$ cat config.mk
export PLATFORM = sky130hd
export DESIGN_NAME = match_sequencer
export DESIGN_NICKNAME = d
export VERILOG_FILES = /design/src/rtl/connect4_pkg.sv /design/src/rtl/match_sequencer_score_keeper.sv /design/src/rtl/match_sequencer.sv
export SDC_FILE = /design/constraint.sdc
export NUM_CORES = 1
export LEC_CHECK = 0
export ABC_AREA = 1
export CAP_MARGIN = 0
export CORE_ASPECT_RATIO = 1.4
export CORE_UTILIZATION = 50
export CTS_BUF_LIST = sky130_fd_sc_hd__clkbuf_16
export DETAILED_ROUTE_END_ITERATION = 8
export PLACE_DENSITY_LB_ADDON = 0.15
export SLEW_MARGIN = 15
export SYNTH_ARGS = -nofsm -noshare
export SYNTH_HDL_FRONTEND = slang
export SYNTH_SLANG_ARGS = --single-unit
$ cat constraint.sdc
create_clock -name clk -period 2.83 [get_ports clk]
set_input_delay 0.566 -clock clk [delete_from_list [all_inputs] [get_ports clk]]
set_output_delay 0.566 -clock clk [all_outputs]
set_load 0.05 [all_outputs]
$ cat src/rtl/connect4_pkg.sv
// Shared types and constants for the Connect Four match sequencer.
// Latency: none (declarations only).
// Backpressure: not applicable.
package connect4_pkg;

    // Round / turn scheduler states.
    typedef enum logic [2:0] {
        WAIT_MOVE  = 3'd0,
        DROPPING   = 3'd1,
        CHECK      = 3'd2,
        WIN_HOLD   = 3'd3,
        CLEAR      = 3'd4,
        MATCH_OVER = 3'd5
    } state_t;

    // Player encoding used on the player/winner outputs.
    localparam logic PLR_RED = 1'b0;
    localparam logic PLR_GRN = 1'b1;

    // Width of each round-win score.
    localparam int SCORE_W = 3;

    // A win only counts when it is in the colour of the player who just moved.
    function automatic logic credited_win(input logic plr, input logic win_r, input logic win_g);
        return (plr == PLR_GRN) ? win_g : win_r;
    endfunction

endpackage

$ cat src/rtl/match_sequencer_score_keeper.sv
// Two saturating round-win counters plus match-point compare.
// Latency: score updates one cycle after an increment enable; compare is combinational.
// Backpressure: none; increments at the ceiling are dropped (saturate at max).
module score_keeper
    import connect4_pkg::*;
#(
    parameter int WIN_SCORE = 3
) (
    input  logic               i_clk,
    input  logic               i_rst,
    input  logic               i_inc_red,
    input  logic               i_inc_grn,
    output logic [SCORE_W-1:0] o_score_red,
    output logic [SCORE_W-1:0] o_score_grn,
    output logic               o_red_match,
    output logic               o_grn_match
);

    localparam logic [SCORE_W-1:0] LP_MAX = '1;
    localparam logic [SCORE_W-1:0] LP_WIN = SCORE_W'(WIN_SCORE);

    logic [SCORE_W-1:0] r_score_red;
    logic [SCORE_W-1:0] r_score_grn;

    // Saturating per-player round-win counters.
    always_ff @(posedge i_clk) begin
        if (i_rst) begin
            r_score_red <= '0;
            r_score_grn <= '0;
        end else begin
            if (i_inc_red && (r_score_red != LP_MAX)) begin
                r_score_red <= r_score_red + 1'b1;
            end
            if (i_inc_grn && (r_score_grn != LP_MAX)) begin
                r_score_grn <= r_score_grn + 1'b1;
            end
        end
    end

    assign o_score_red = r_score_red;
    assign o_score_grn = r_score_grn;
    assign o_red_match = (r_score_red == LP_WIN);
    assign o_grn_match = (r_score_grn == LP_WIN);

endmodule

$ cat src/rtl/match_sequencer.sv
// Turn/round scheduler: gates moves to the board, scores rounds, holds win display, clears board.
// Latency: drop_en one cycle after move_req; results sampled in the single CHECK cycle after drop_done.
// Backpressure: move_req is dropped (not queued) outside WAIT_MOVE; stalled drops abort after DROP_TIMEOUT.
module match_sequencer
    import connect4_pkg::*;
#(
    parameter int HOLD_CYCLES  = 48,
    parameter int WIN_SCORE    = 3,
    parameter int DROP_TIMEOUT = 15
) (
    input  logic               clk,
    input  logic               RST,
    input  logic               move_req,
    input  logic               drop_done,
    input  logic               drop_ok,
    input  logic               win_red,
    input  logic               win_grn,
    input  logic               board_full,
    output logic               player,
    output logic               drop_en,
    output logic               next_round,
    output logic [SCORE_W-1:0] scoreR,
    output logic [SCORE_W-1:0] scoreG,
    output logic               flash,
    output logic               drop_err,
    output logic               match_over,
    output logic               winner
);

    // Hold counter needs at least 3 bits so bit 2 exists as the blink source.
    localparam int HOLD_W = ($clog2(HOLD_CYCLES) < 3) ? 3 : $clog2(HOLD_CYCLES);
    localparam int DROP_W = ($clog2(DROP_TIMEOUT + 1) < 1) ? 1 : $clog2(DROP_TIMEOUT + 1);
    localparam logic [HOLD_W-1:0] LP_HOLD_LAST = HOLD_W'(HOLD_CYCLES - 1);
    localparam logic [DROP_W-1:0] LP_DROP_LAST = DROP_W'(DROP_TIMEOUT - 1);

    state_t              r_state;
    logic                r_player;
    logic                r_start_player;
    logic [DROP_W-1:0]   r_drop_cnt;
    logic [HOLD_W-1:0]   r_hold_cnt;
    logic                r_round_won;
    logic                r_drop_en;
    logic                r_next_round;
    logic                r_drop_err;
    logic                r_flash;
    logic                r_match_over;
    logic                r_winner;

    logic                w_credit;
    logic                w_inc_red;
    logic                w_inc_grn;
    logic                w_red_match;
    logic                w_grn_match;
    logic                w_match_point;
    logic [HOLD_W-1:0]   w_hold_nxt;

    // Only the mover's colour is credited, and only in the CHECK cycle.
    assign w_credit      = (r_state == CHECK) && credited_win(r_player, win_red, win_grn);
    assign w_inc_red     = w_credit && (r_player == PLR_RED);
    assign w_inc_grn     = w_credit && (r_player == PLR_GRN);
    assign w_match_point = (r_player == PLR_GRN) ? w_grn_match : w_red_match;
    assign w_hold_nxt    = r_hold_cnt + 1'b1;

    score_keeper #(
        .WIN_SCORE (WIN_SCORE)
    ) u_score_keeper (
        .i_clk       (clk),
        .i_rst       (RST),
        .i_inc_red   (w_inc_red),
        .i_inc_grn   (w_inc_grn),
        .o_score_red (scoreR),
        .o_score_grn (scoreG),
        .o_red_match (w_red_match),
        .o_grn_match (w_grn_match)
    );

    // Round/turn state machine with registered pulse and status outputs.
    always_ff @(posedge clk) begin
        if (RST) begin
            r_state        <= WAIT_MOVE;
            r_player       <= PLR_RED;
            r_start_player <= PLR_RED;
            r_drop_cnt     <= '0;
            r_hold_cnt     <= '0;
            r_round_won    <= 1'b0;
            r_drop_en      <= 1'b0;
            r_next_round   <= 1'b0;
            r_drop_err     <= 1'b0;
            r_flash        <= 1'b0;
            r_match_over   <= 1'b0;
            r_winner       <= 1'b0;
        end else begin
            // Pulses default low so none can stretch past one cycle.
            r_drop_en    <= 1'b0;
            r_next_round <= 1'b0;
            r_drop_err   <= 1'b0;
            case (r_state)
                WAIT_MOVE: begin
                    if (move_req) begin
                        r_drop_en  <= 1'b1;
                        r_drop_cnt <= '0;
                        r_state    <= DROPPING;
                    end
                end
                DROPPING: begin
                    // A rejected drop (full column) returns the turn to the same player.
                    if (drop_done) begin
                        r_state <= drop_ok ? CHECK : WAIT_MOVE;
                    end else if (r_drop_cnt == LP_DROP_LAST) begin
                        r_drop_err <= 1'b1;
                        r_state    <= WAIT_MOVE;
                    end else begin
                        r_drop_cnt <= r_drop_cnt + 1'b1;
                    end
                end
                CHECK: begin
                    r_hold_cnt <= '0;
                    r_flash    <= 1'b0;
                    if (w_credit) begin
                        r_round_won <= 1'b1;
                        r_state     <= WIN_HOLD;
                    end else if (board_full) begin
                        r_round_won <= 1'b0;
                        r_state     <= WIN_HOLD;
                    end else begin
                        r_player <= ~r_player;
                        r_state  <= WAIT_MOVE;
                    end
                end
                WIN_HOLD: begin
                    if (r_hold_cnt == LP_HOLD_LAST) begin
                        r_flash <= 1'b0;
                        if (r_round_won && w_match_point) begin
                            r_match_over <= 1'b1;
                            r_winner     <= r_player;
                            r_state      <= MATCH_OVER;
                        end else begin
                            r_next_round <= 1'b1;
                            r_state      <= CLEAR;
                        end
                    end else begin
                        r_hold_cnt <= w_hold_nxt;
                        r_flash    <= w_hold_nxt[2];
                    end
                end
                CLEAR: begin
                    // Opening move alternates every round, draws included.
                    r_start_player <= ~r_start_player;
                    r_player       <= ~r_start_player;
                    r_state        <= WAIT_MOVE;
                end
                MATCH_OVER: begin
                    r_state <= MATCH_OVER;
                end
                default: begin
                    r_state <= WAIT_MOVE;
                end
            endcase
        end
    end

    assign player     = r_player;
    assign drop_en    = r_drop_en;
    assign next_round = r_next_round;
    assign drop_err   = r_drop_err;
    assign flash      = r_flash;
    assign match_over = r_match_over;
    assign winner     = r_winner;

endmodule

==> flow_summary.toml <==
[timing]
fmax_mhz = 458
finalSetupViolCount = 0
finalHoldViolCount = 0
rsz0062_at_grt = "false"
worst_slew_pin_slew_ps = 498
period_share_pct = 77.2
min_period_ps = 2180
tns_ps = 0
timing.hold.ws_ps = 452
clock_skew_ps = 2.21
max-slew-margin-rel_pct = 66.7
drv_slew = 0

[global_route]
grt.total_usage_pct = 22.4
grt_pass1_wl_um = 4980
antenna_found_initial = 0
overflow = 0
grt_pass1_vias = 1233
grt_max_degree = 17

[floorplanning]
core_um2 = 2670
fp.dieArea_um2 = 3090
fp-row-count = 22
io_pins = 21
die_w_um = 47.2
die_y_um = 65.3
start_util_pct = 53.7

[route]
drc = 0
antenna_left = 0
first_iter_violations = 42
routed_wl_um = 3090
routedWlPerCell_um = 11.8
viasPerCell = 5.21
drt_pass1_iterations = 4
vias = 1359

[critical_path]
cp-start-kind = "flop"
cp.arrival_ps = 1620
worst_path_largest_cell_delay_ps = 860
cp_cell_sequence = "clkdlybuf4s50_1"
crit_family = "buffers and inverters"
required_ps = 2260
cp-end-kind = "output pin"
slowest_stage = "clkdlybuf4s50_1"
critical_path_class = "reg -> out"
path_buf_inv = 1
crit_fanout = 9

[yosys]
synth_cell_types = 23
syn_avg_cell_area_um2 = 7.06
ys_ff_latch = 28
seq_area_frac_synth_pct = 39.1
syn-num-nets = 218
synth_top_cell_area_share_pct = 39.1
ys_top_cells_by_area = "dfxtp_1 (39%), nand2_1 (12%), a21oi_1 (7.0%)"
syn_inst = 203
ys_warn_count = 0
syn_area_um2 = 1430
yosys.area.top_type = "dfxtp_1"

[status]
status = "complete, no violations"

[finish]
final_area_um2 = 1780
final_util_pct = 66.6
final_common_cell = "nand2_1"
area_delta_synth_final_pct = 24.1
final_nets = 241
n_antenna_cell = 0
drive_above_1_share_pct = 10.2
layout_common_cells = "nand2_1 (47), dfxtp_1 (28), inv_1 (21), nor2_1 (21)"

[placed_design]
gp_congestion = 0.850
io_buffers = 20
dpl.hpwl_um = 2270
placed_area_um2 = 1670

[clock_tree]
cts_resized = 0
cts.clk_slew.worst_paths_ps = 70
cts_tree = "done"
clock_sinks = 28
post_cts.repair.setup_buffers = 0
htree_levels = 1
root_buffer = "clkbuf_16"
clk_latency_ps = 260
ctsHoldBuffers = 0
numCtsBuffers = 3
clockBufferDepth = 2

[worst_hold_path]
hp-class = "reg -> reg"

[power_and_ir_drop]
total_power_mw = 1.00
leakage_nw = 0.742
irDropWorstVdd_uv = 425
power_per_cell_area_nw_per_um2 = 565

[run]
cap_violations = 0
## cell families (layout without fill, tap and decap cells)
group                      count (synthesis)  in the layout  synth area share [%]
and+or+nand+nor                          104            104                  33.4
adders and majority gates                  7              7                  6.11
buffers and inverters                     28             50                  7.42
DFF                                       28             28                  39.1
AOI/OAI and AO/OA                         32             32                  11.5
xor gates and xnor gates                   4              4                  2.45
## cell type report
cell class,instances,area [um2]
clock buffer,3,75.1
clock inverter,1,30.0
fill,237,892
inverter,25,93.8
multi-input combinational,147,766
sequential,28,561
tap,36,45.0
timing repair buffer,21,208
## power by group
| group | total [mW] | switching [mW] | internal (mW) | leakage, nW |
|---|---|---|---|---|
| clock network | 0.420 | 0.138 | 0.282 | 0.0511 |
| logic | 0.155 | 0.103 | 0.0516 | 0.464 |
| registers | 0.430 | 0.0211 | 0.409 | 0.226 |
## cells in the mapped netlist, drive strengths merged
| master | count |
|---|---|
| nand3b | 1 |
| a21oi | 20 |
| nand3 | 12 |
| a31oi | 1 |
| clkbuf | 3 |
| nand2 | 53 |
| xor2 | 3 |
| o21ai | 11 |
| dfxtp | 28 |
| ha | 7 |
| nand4 | 6 |
| xnor2 | 1 |
| inv | 25 |
| nor3 | 3 |
| nor4 | 1 |
| nor2 | 28 |
## metrics by stage
stage | std cells | worst slack [ps]
after floorplan | 203 | 1280
after global placement | 257 | 972
after detailed placement | 257 | 936
after CTS | 261 | 647
after global routing | 261 | 585
final | 261 | 646
## path summary, 6_finish.rpt
kind	from	endpoint	slack [ps]	cells past startpoint
min	match_over	match_over	450	2
max reg2reg	r_hold_cnt[0]	r_hold_cnt[4]	1260	8
max	player	player	650	1
min reg2reg	match_over	match_over	450	2
## per-layer routing
metal  GRT usage (%)  part of all wire, %  wire length [um]
met5               0                    0                 0
met4            10.7                  2.4                74
met2            40.4                   53              1630
met3            2.47                  2.2                69
met1            24.0                   43              1320
## flip-flops by register name, indices dropped and copies added (netlist names)
register,count
drop_en,1
drop_err,1
flash,1
match_over,1
next_round,1
player,1
r_drop_cnt,4
r_hold_cnt,6
r_round_won,1
r_start_player,1
r_state,3
u_score_keeper.o_score_grn,3
u_score_keeper.o_score_red,3
winner,1
No activity file was read; power rests on OpenSTA's default activity.
